**config.mk**
```make
export PLATFORM = sky130hd
export DESIGN_NAME = sr_latch_driver
export DESIGN_NICKNAME = d
export VERILOG_FILES = /design/src/rtl/sr_latch_driver.sv
export SDC_FILE = /design/constraint.sdc
export NUM_CORES = 1
export LEC_CHECK = 0
export ABC_AREA = 0
export CAP_MARGIN = 20
export CORE_MARGIN = 2
export CORE_UTILIZATION = 54
export DETAILED_ROUTE_END_ITERATION = 12
export MAX_ROUTING_LAYER = met4
export PLACE_DENSITY = 0.92
export SLEW_MARGIN = 20
export SYNTH_ARGS = -nofsm -noshare
export SYNTH_HDL_FRONTEND = slang
export SYNTH_SLANG_ARGS = --single-unit
```
**constraint.sdc**
```tcl
create_clock -name clk -period 3.2 [get_ports clk]
set_input_delay 0.64 -clock clk [delete_from_list [all_inputs] [get_ports clk]]
set_output_delay 0.64 -clock clk [all_outputs]
set_load 0.05 [all_outputs]
```
**src/rtl/sr_latch_driver.sv**
```systemverilog
// Clocked front end for a NOR SR latch: turns single-cycle set/clear requests
// into exclusive, fixed-width S/R pulses and confirms the result via a synchronised readback.
module sr_latch_driver #(
  parameter int unsigned PULSE_W     = 4,
  parameter int unsigned GAP_W       = 2,
  parameter int unsigned SYNC_STAGES = 2,
  parameter int unsigned TIMEOUT     = 16
) (
  input  logic clk,
  input  logic rst,
  input  logic set_req,
  input  logic clr_req,
  input  logic q_fb,
  output logic s_out,
  output logic r_out,
  output logic ready,
  output logic done,
  output logic err_timeout,
  output logic err_conflict,
  output logic q_sync
);

  localparam logic [1:0] ST_IDLE  = 2'd0;
  localparam logic [1:0] ST_PULSE = 2'd1;
  localparam logic [1:0] ST_GAP   = 2'd2;
  localparam logic [1:0] ST_CHECK = 2'd3;

  localparam int unsigned MAX_PG  = (PULSE_W > GAP_W) ? PULSE_W : GAP_W;
  localparam int unsigned CNT_MAX = (MAX_PG > TIMEOUT) ? MAX_PG : TIMEOUT;
  localparam int unsigned CNT_W   = $clog2(CNT_MAX + 1);

  logic [1:0]             state_q, state_d;
  logic                   op_q, op_d;
  logic [CNT_W-1:0]       cnt_q, cnt_d;
  logic                   s_q, s_d;
  logic                   r_q, r_d;
  logic                   ready_q, ready_d;
  logic                   done_q, done_d;
  logic                   tout_q, tout_d;
  logic                   conf_q, conf_d;
  logic [SYNC_STAGES-1:0] sync_q;

  // Readback synchroniser for the asynchronous latch output
  always_ff @(posedge clk or posedge rst) begin
    if (rst) sync_q <= '0;
    else     sync_q <= {sync_q[SYNC_STAGES-2:0], q_fb};
  end

  assign q_sync = sync_q[SYNC_STAGES-1];

  always_ff @(posedge clk or posedge rst) begin
    if (rst) begin
      state_q <= ST_IDLE;
      op_q    <= 1'b0;
      cnt_q   <= '0;
      s_q     <= 1'b0;
      r_q     <= 1'b0;
      ready_q <= 1'b1;
      done_q  <= 1'b0;
      tout_q  <= 1'b0;
      conf_q  <= 1'b0;
    end else begin
      state_q <= state_d;
      op_q    <= op_d;
      cnt_q   <= cnt_d;
      s_q     <= s_d;
      r_q     <= r_d;
      ready_q <= ready_d;
      done_q  <= done_d;
      tout_q  <= tout_d;
      conf_q  <= conf_d;
    end
  end

  // Next state; drives are derived from the next state so they leave the flops already aligned
  always_comb begin
    state_d = state_q;
    op_d    = op_q;
    cnt_d   = cnt_q;
    done_d  = 1'b0;
    tout_d  = 1'b0;
    conf_d  = 1'b0;
    case (state_q)
      ST_IDLE: begin
        if (set_req ^ clr_req) begin
          op_d    = set_req;
          cnt_d   = '0;
          state_d = ST_PULSE;
        end else if (set_req && clr_req) begin
          conf_d = 1'b1;
        end
      end
      ST_PULSE: begin
        if (cnt_q == CNT_W'(PULSE_W - 1)) begin
          cnt_d   = '0;
          state_d = ST_GAP;
        end else begin
          cnt_d = cnt_q + CNT_W'(1);
        end
      end
      ST_GAP: begin
        if (cnt_q == CNT_W'(GAP_W - 1)) begin
          cnt_d   = '0;
          state_d = ST_CHECK;
        end else begin
          cnt_d = cnt_q + CNT_W'(1);
        end
      end
      ST_CHECK: begin
        if (q_sync == op_q) begin
          done_d  = 1'b1;
          state_d = ST_IDLE;
        end else if (cnt_q == CNT_W'(TIMEOUT - 1)) begin
          tout_d  = 1'b1;
          state_d = ST_IDLE;
        end else begin
          cnt_d = cnt_q + CNT_W'(1);
        end
      end
      default: state_d = ST_IDLE;
    endcase
    s_d     = (state_d == ST_PULSE) &&  op_d;
    r_d     = (state_d == ST_PULSE) && !op_d;
    ready_d = (state_d == ST_IDLE);
  end

  assign s_out        = s_q;
  assign r_out        = r_q;
  assign ready        = ready_q;
  assign done         = done_q;
  assign err_timeout  = tout_q;
  assign err_conflict = conf_q;

endmodule

```
==> results.toml, run 1 <==
[pwr]
p_comb_frac = 0.429
max-vdd-ir-drop_mv = 0.642
switching_share = 0.427
power_frac_clock = 0.156
p_per_area_mw_per_mm2 = 923
power_frac_seq = 0.415
power_switching_mw = 0.359
p_int_mw = 0.482
cellLeakagePower_nw = 0.402

[placement]
gp_congestion = 0.864
place.port_buffers = 11
dp_cells = 99
dp_hpwl_um = 974

[logic_synthesis]
ys_seq_area_frac = 0.528
yosysMostFrequentCell = "dfrtp_1"
synth_area_um2 = 761
postSynthCellCount = 76
syn_nets = 85
synth_area_leaders = "dfrtp_1 49%, ha_1 6.6%, nor2_1 5.4%"
postSynth.asyncResetShare = 1.00
synth-edff-count = 0
synth_top_area_cell = "dfrtp_1"
yosys_warnings = 0
ys.flop_type = "dfrtp_1"
ys_ff_latch = 16
syn_area_per_cell_um2 = 10.0
synth.top_cell.area_share = 0.493
yosys.cell_types.count = 28
ys_top_cells_by_count = "15 x dfrtp_1, 11 x nor2_1, 7 x a21oi_1, 6 x nand2_1"

[critical_path]
path_cells = "clkdlybuf4s50_1 -> ha_1 -> or3_1 -> o211ai_1 -> or4_1 -> o211ai_1"
timing.rr.end = "cnt_q[3]$_DFFE_PP0P_"
crit_top_cell = "o211ai_1"
crit_end = "cnt_q[3]$_DFFE_PP0P_"
worst_setup_path_start_kind = "primary input"
cp.depth = 6
required_ns = 3.41
regToRegSetupSlack_ns = 0.94
cp_slowest_stage_delay_ns = 0.60
regToRegStartpoint = "cnt_q[0]$_DFFE_PP0P_"
reg2reg_depth = 7
cpLargestDelayFamily = "simple AND/OR/NAND/NOR gates"
crit_buf_inv = 1
critPathLaunch = "set_req"
path_class = "primary input to flip-flop"
end_kind = "flip-flop"
crit_arrival_ns = 2.64
worst_path_max_delay_cell = "or4_1"
crit_path_max_fanout = 11

[final_layout]
antennaDiodeCount = 0
fillerInstances = 92
multi_input_area_um2 = 329
fin_cells = 103
reg_top3 = "cnt_q (5), state_q (2), sync_q (2)"
drive_gt1_frac = 0.0795
areaGrowthSynthToFinish_pct = 19.7
largest_register_ffs = 5
final_nets = 98
seq_area_um2 = 402
largest-register = "cnt_q"

[sta]
report.final.setup_viol = 0
drv_slew = 0
finalSetupTns_ns = 0
fmax_mhz = 411
slew_headroom = 0.487
period_share = 0.761
worst_pin_slew_ns = 0.766
clock_skew_ns = 0.00139
hold_violations = 0
finalWorstPathRequiredPeriod_ns = 2.43
rsz0062_at_grt = "false"

[outcome]
status = "finished clean"

[route]
drtAntennaViolNets = 0
first_iter_violations = 13
drc = 0
firstDrtPassIters = 4
wl_per_cell_um = 13.5
vias_per_cell = 5.68
vias = 585
wl_um = 1400

[worst_hold_path]
hp-class = "flip-flop to flip-flop"
hold_start = "sync_q[0]$_DFF_PP0_"

[global_route]
grt_max_degree = 17
gr-usage-met1 = 0.233
grt_pass1_wl_um = 2430
grt_pass1_vias = 565
grt_util_met3 = 0.0565
grtUsageMet2 = 0.297
grt_remaining_overflow = 0
antenna_found_initial = 0
grt_usage = 0.193
busiest_layer = "met2"

[die]
die_x_um = 41.5
core_mm2 = 0.00130
pin_count = 12
initial_utilization = 0.585
fp.dieH_um = 41.5
fp.dieArea_mm2 = 0.00173
rows = 13

[cts]
ctsResizeCount = 0
cts_tree = "yes"
cts_root_buf = "clkbuf_4"
post_cts_buffers = 0
clk_latency_ns = 0.28
h-tree-depth = 1
numClockSinks = 16
clock_path_buffers = 2
cts_hold_buf = 0
cts.clk_slew.worst_paths_ns = 0.09
cts_buffers = 3

[flow_run]
max_cap_violations = 0
-- power groups by stage --
stage	sequential (mW)	clock (mW)	combinational (mW)
finish	0.349	0.131	0.361
global route	0.362	0.139	0.393
detailed placement	0.350	0	0.357
CTS	0.346	0.131	0.359
global placement	0.345	0	0.347
floorplan	0.389	0	0.229
-- worst register-to-register path, delay by kind of cell, from the launching register on --
family | cells | cell delay [ns]
and+or+nand+nor | 3 | 0.87
adders and majority gates | 2 | 0.47
DFF | 1 | 0.43
AOI/OAI and AO/OA | 2 | 0.40
-- kinds of logic after synthesis --
kind of cell	after synthesis	synth area share
AO/OA/AOI/OAI	14	0.113
XOR/XNOR	2	0.0230
adder cells (fa/ha/maj)	4	0.0658
buffers and inverters	7	0.0395
flip-flops	16	0.528
multiplexers	1	0.0148
AND/OR/NAND/NOR	32	0.215
-- placed cells by master, fill, tap and decap left out, drive strengths merged, types with 2 or more instances in the layout --
cell and instances:
dfrtp 15, nor2 11, clkdlybuf4s50 11, a21oi 7, nand2 6, inv 4
ha 4, clkbuf 4, nand3 3, nor4 2, o211ai 2, o31ai 2
-- layer usage --
| layer | wire (um) | up-vias |
|---|---|---|
| met4 | 55 | 0 |
| met5 | 0 | - |
| met3 | 63 | 8 |
| met2 | 671 | 21 |
| li1 | - | 288 |
| met1 | 605 | 268 |
-- metrics by stage --
step	setup slack [ns]	area, um^2	hold slack [ns]	utilization	power [mW]
2_1_floorplan	1.24	761	0.331	-	0.618
6_report	0.765	911	0.368	0.700	0.841
4_1_cts	0.786	911	0.373	0.700	0.836
3_3_place_gp	0.602	875	0.346	0.672	0.693
3_5_place_dp	0.515	875	0.344	0.672	0.707
5_1_grt	0.669	911	0.380	0.700	0.894
-- final cells by class --
type	count	area share
Clock buffer	4	0.0398
Timing Repair Buffer	11	0.121
Sequential cell	16	0.441
Inverter	4	0.0165
Tap cell	15	0.0206
Multi-Input combinational cell	53	0.361
-- worst min path at each step --
stage,slack [ns],endpoint,cells after the start
finish,0.37,sync_q[1]$_DFF_PP0_,0
detailed placement,0.34,sync_q[1]$_DFF_PP0_,0
global placement,0.35,sync_q[1]$_DFF_PP0_,0
global route,0.38,sync_q[1]$_DFF_PP0_,0
CTS,0.37,sync_q[1]$_DFF_PP0_,0
floorplan,0.33,sync_q[1]$_DFF_PP0_,0
No activity file was read; power rests on OpenSTA's default activity.
==> run 2: changes to the inputs <==
--- a/config.mk
+++ b/config.mk
@@ -8,10 +8,10 @@
 export ABC_AREA = 0
 export CAP_MARGIN = 20
 export CORE_MARGIN = 2
-export CORE_UTILIZATION = 54
+export CORE_UTILIZATION = 45
 export DETAILED_ROUTE_END_ITERATION = 12
 export MAX_ROUTING_LAYER = met4
-export PLACE_DENSITY = 0.92
+export PLACE_DENSITY = 0.83
 export SLEW_MARGIN = 20
 export SYNTH_ARGS = -nofsm -noshare
 export SYNTH_HDL_FRONTEND = slang
==> constraint.sdc (replaced) <==
create_clock -name clk -period 2.1 [get_ports clk]
set_input_delay 0.42 -clock clk [delete_from_list [all_inputs] [get_ports clk]]
set_output_delay 0.42 -clock clk [all_outputs]
set_load 0.05 [all_outputs]
==> results.toml, run 2 (synthesis gave the netlist of run 1 again) <==
[final_layout]
layout_common_cells = "15 x dfrtp_1, 11 x nor2_1, 11 x clkdlybuf4s50_1"
fin_cells = 109
seq_area_um2 = 402
largest-register = "cnt_q"
drive_gt1_frac = 0.140
reg_top3 = "cnt_q (5), state_q (2), sync_q (2)"
fin_util = 0.618
fillerInstances = 124
largest_register_ffs = 5
final_cell_area_um2 = 952
areaGrowthSynthToFinish_pct = 25.2
antennaDiodeCount = 0
layout_commonest_cell = "dfrtp_1"
multi_input_area_um2 = 332
final_nets = 103

[critical_path]
timing.rr.end = "cnt_q[1]$_DFFE_PP0P_"
crit_end = "cnt_q[3]$_DFFE_PP0P_"
end_kind = "flip-flop"
required_ns = 2.30
path_class = "primary input to flip-flop"
worst_setup_path_start_kind = "primary input"
regToRegStartpoint = "cnt_q[0]$_DFFE_PP0P_"
critPathLaunch = "set_req"
crit_arrival_ns = 2.23
reg2reg_depth = 8
crit_path_max_fanout = 7
regToRegSetupSlack_ns = 0.13

[sta]
report.final.setup_viol = 0
fin_hold_ws_ns = 0.375
slew_headroom = 0.617
hold_violations = 0
rsz0062_at_grt = "false"
clock_skew_ns = 0.000465
finalSetupTns_ns = 0
drv_slew = 0
worst_pin_slew_ns = 0.573
finalWorstPathRequiredPeriod_ns = 2.04
period_share = 0.970
fmax_mhz = 491
setup_ws_ns = 0.0622

[placement]
place_ws_ns = -0.120
postPlaceCellArea_um2 = 898
place.port_buffers = 11
dp_hpwl_um = 1110
gp_congestion = 0.840
dp_cells = 103

[pwr]
p_int_mw = 0.774
p_per_area_mw_per_mm2 = 1410
cellLeakagePower_nw = 0.425
power_switching_mw = 0.567
total_power_mw = 1.34
power_frac_clock = 0.148
switching_share = 0.423
power_frac_seq = 0.398
p_comb_frac = 0.454
max-vdd-ir-drop_mv = 0.692

[worst_hold_path]
hp-class = "flip-flop to flip-flop"
holdPathStages = 0

[flow_run]
max_cap_violations = 0

[route]
wl_per_cell_um = 13.6
drtAntennaViolNets = 0
first_iter_violations = 19
drc = 0
wl_um = 1480
vias_per_cell = 5.78
firstDrtPassIters = 4
vias = 630

[cts]
h-tree-depth = 1
cts.clk_slew.worst_paths_ns = 0.09
clk_latency_ns = 0.28
cts_root_buf = "clkbuf_4"
cts_buffers = 3
cts_tree = "yes"
numClockSinks = 16
cts_hold_buf = 0
clock_path_buffers = 2

[global_route]
antenna_found_initial = 0
grt_remaining_overflow = 0
grt_usage = 0.164
grt_pass1_wl_um = 2300
grt_max_degree = 17
grt_pass1_vias = 569

[die]
pin_count = 12
core_mm2 = 0.00154
rows = 14
fp.dieArea_mm2 = 0.00204
initial_utilization = 0.494
die_x_um = 45.1
fp.dieH_um = 45.1

[outcome]
status = "finished clean"
==> run 2: cell count changes in the layout (fill, tap and decap cells not counted), sizes merged <==
cell,change
buf,+5
==> run 2: final cells by class <==
class | count | share of cell area
tap | 16 | 0.0210
inverter | 4 | 0.0158
multi-input combinational | 53 | 0.348
sequential | 16 | 0.422
clock buffer | 4 | 0.0381
timing repair buffer | 16 | 0.155
==> run 2: power by group through the flow <==
stage	clock network [mW]	logic [mW]	registers [mW]
CTS	0.202	0.572	0.531
floorplan	0	0.350	0.593
finish	0.198	0.609	0.533
detailed placement	0	0.570	0.538
global placement	0	0.551	0.528
global route	0.218	0.654	0.546
==> run 2: critical path, cell delays in order <==
cell             delay (ns)
clkdlybuf4s50_1        0.43
ha_1                   0.31
or3_1                  0.37
o211ai_1               0.19
buf_4                  0.18
buf_4                  0.14
nand2_1                0.07
o211ai_1               0.12
==> run 2: per-layer routing <==
layer / vias up / GRT usage / share of wire
met3: 2 / 0.0480 / 0.062
met5: - / - / 0
met4: 0 / 0.0353 / 0.0027
met1: 297 / 0.168 / 0.41
met2: 32 / 0.306 / 0.52
li1: 299 / - / -
==> run 2: how the worst min path moves through the flow <==
stage | from | end
global route | sync_q[0]$_DFF_PP0_ | sync_q[1]$_DFF_PP0_
detailed placement | sync_q[0]$_DFF_PP0_ | sync_q[1]$_DFF_PP0_
finish | sync_q[0]$_DFF_PP0_ | sync_q[1]$_DFF_PP0_
global placement | sync_q[0]$_DFF_PP0_ | sync_q[1]$_DFF_PP0_
CTS | sync_q[0]$_DFF_PP0_ | sync_q[1]$_DFF_PP0_
floorplan | rst | cnt_q[0]$_DFFE_PP0P_
==> run 2: timing repair <==
item | CTS | global route
resized for setup | 0 | 1
endpoints found under the setup margin | 0 | 1
buffers inserted | 0 | 2
==> run 3: changes to the inputs <==
--- a/config.mk
+++ b/config.mk
@@ -6,7 +6,6 @@
 export NUM_CORES = 1
 export LEC_CHECK = 0
 export ABC_AREA = 0
-export CAP_MARGIN = 20
 export CORE_MARGIN = 2
 export CORE_UTILIZATION = 45
 export DETAILED_ROUTE_END_ITERATION = 12
==> results of run 3 <==
No change in the layout: final DEF, timing and power equal those of run 2.
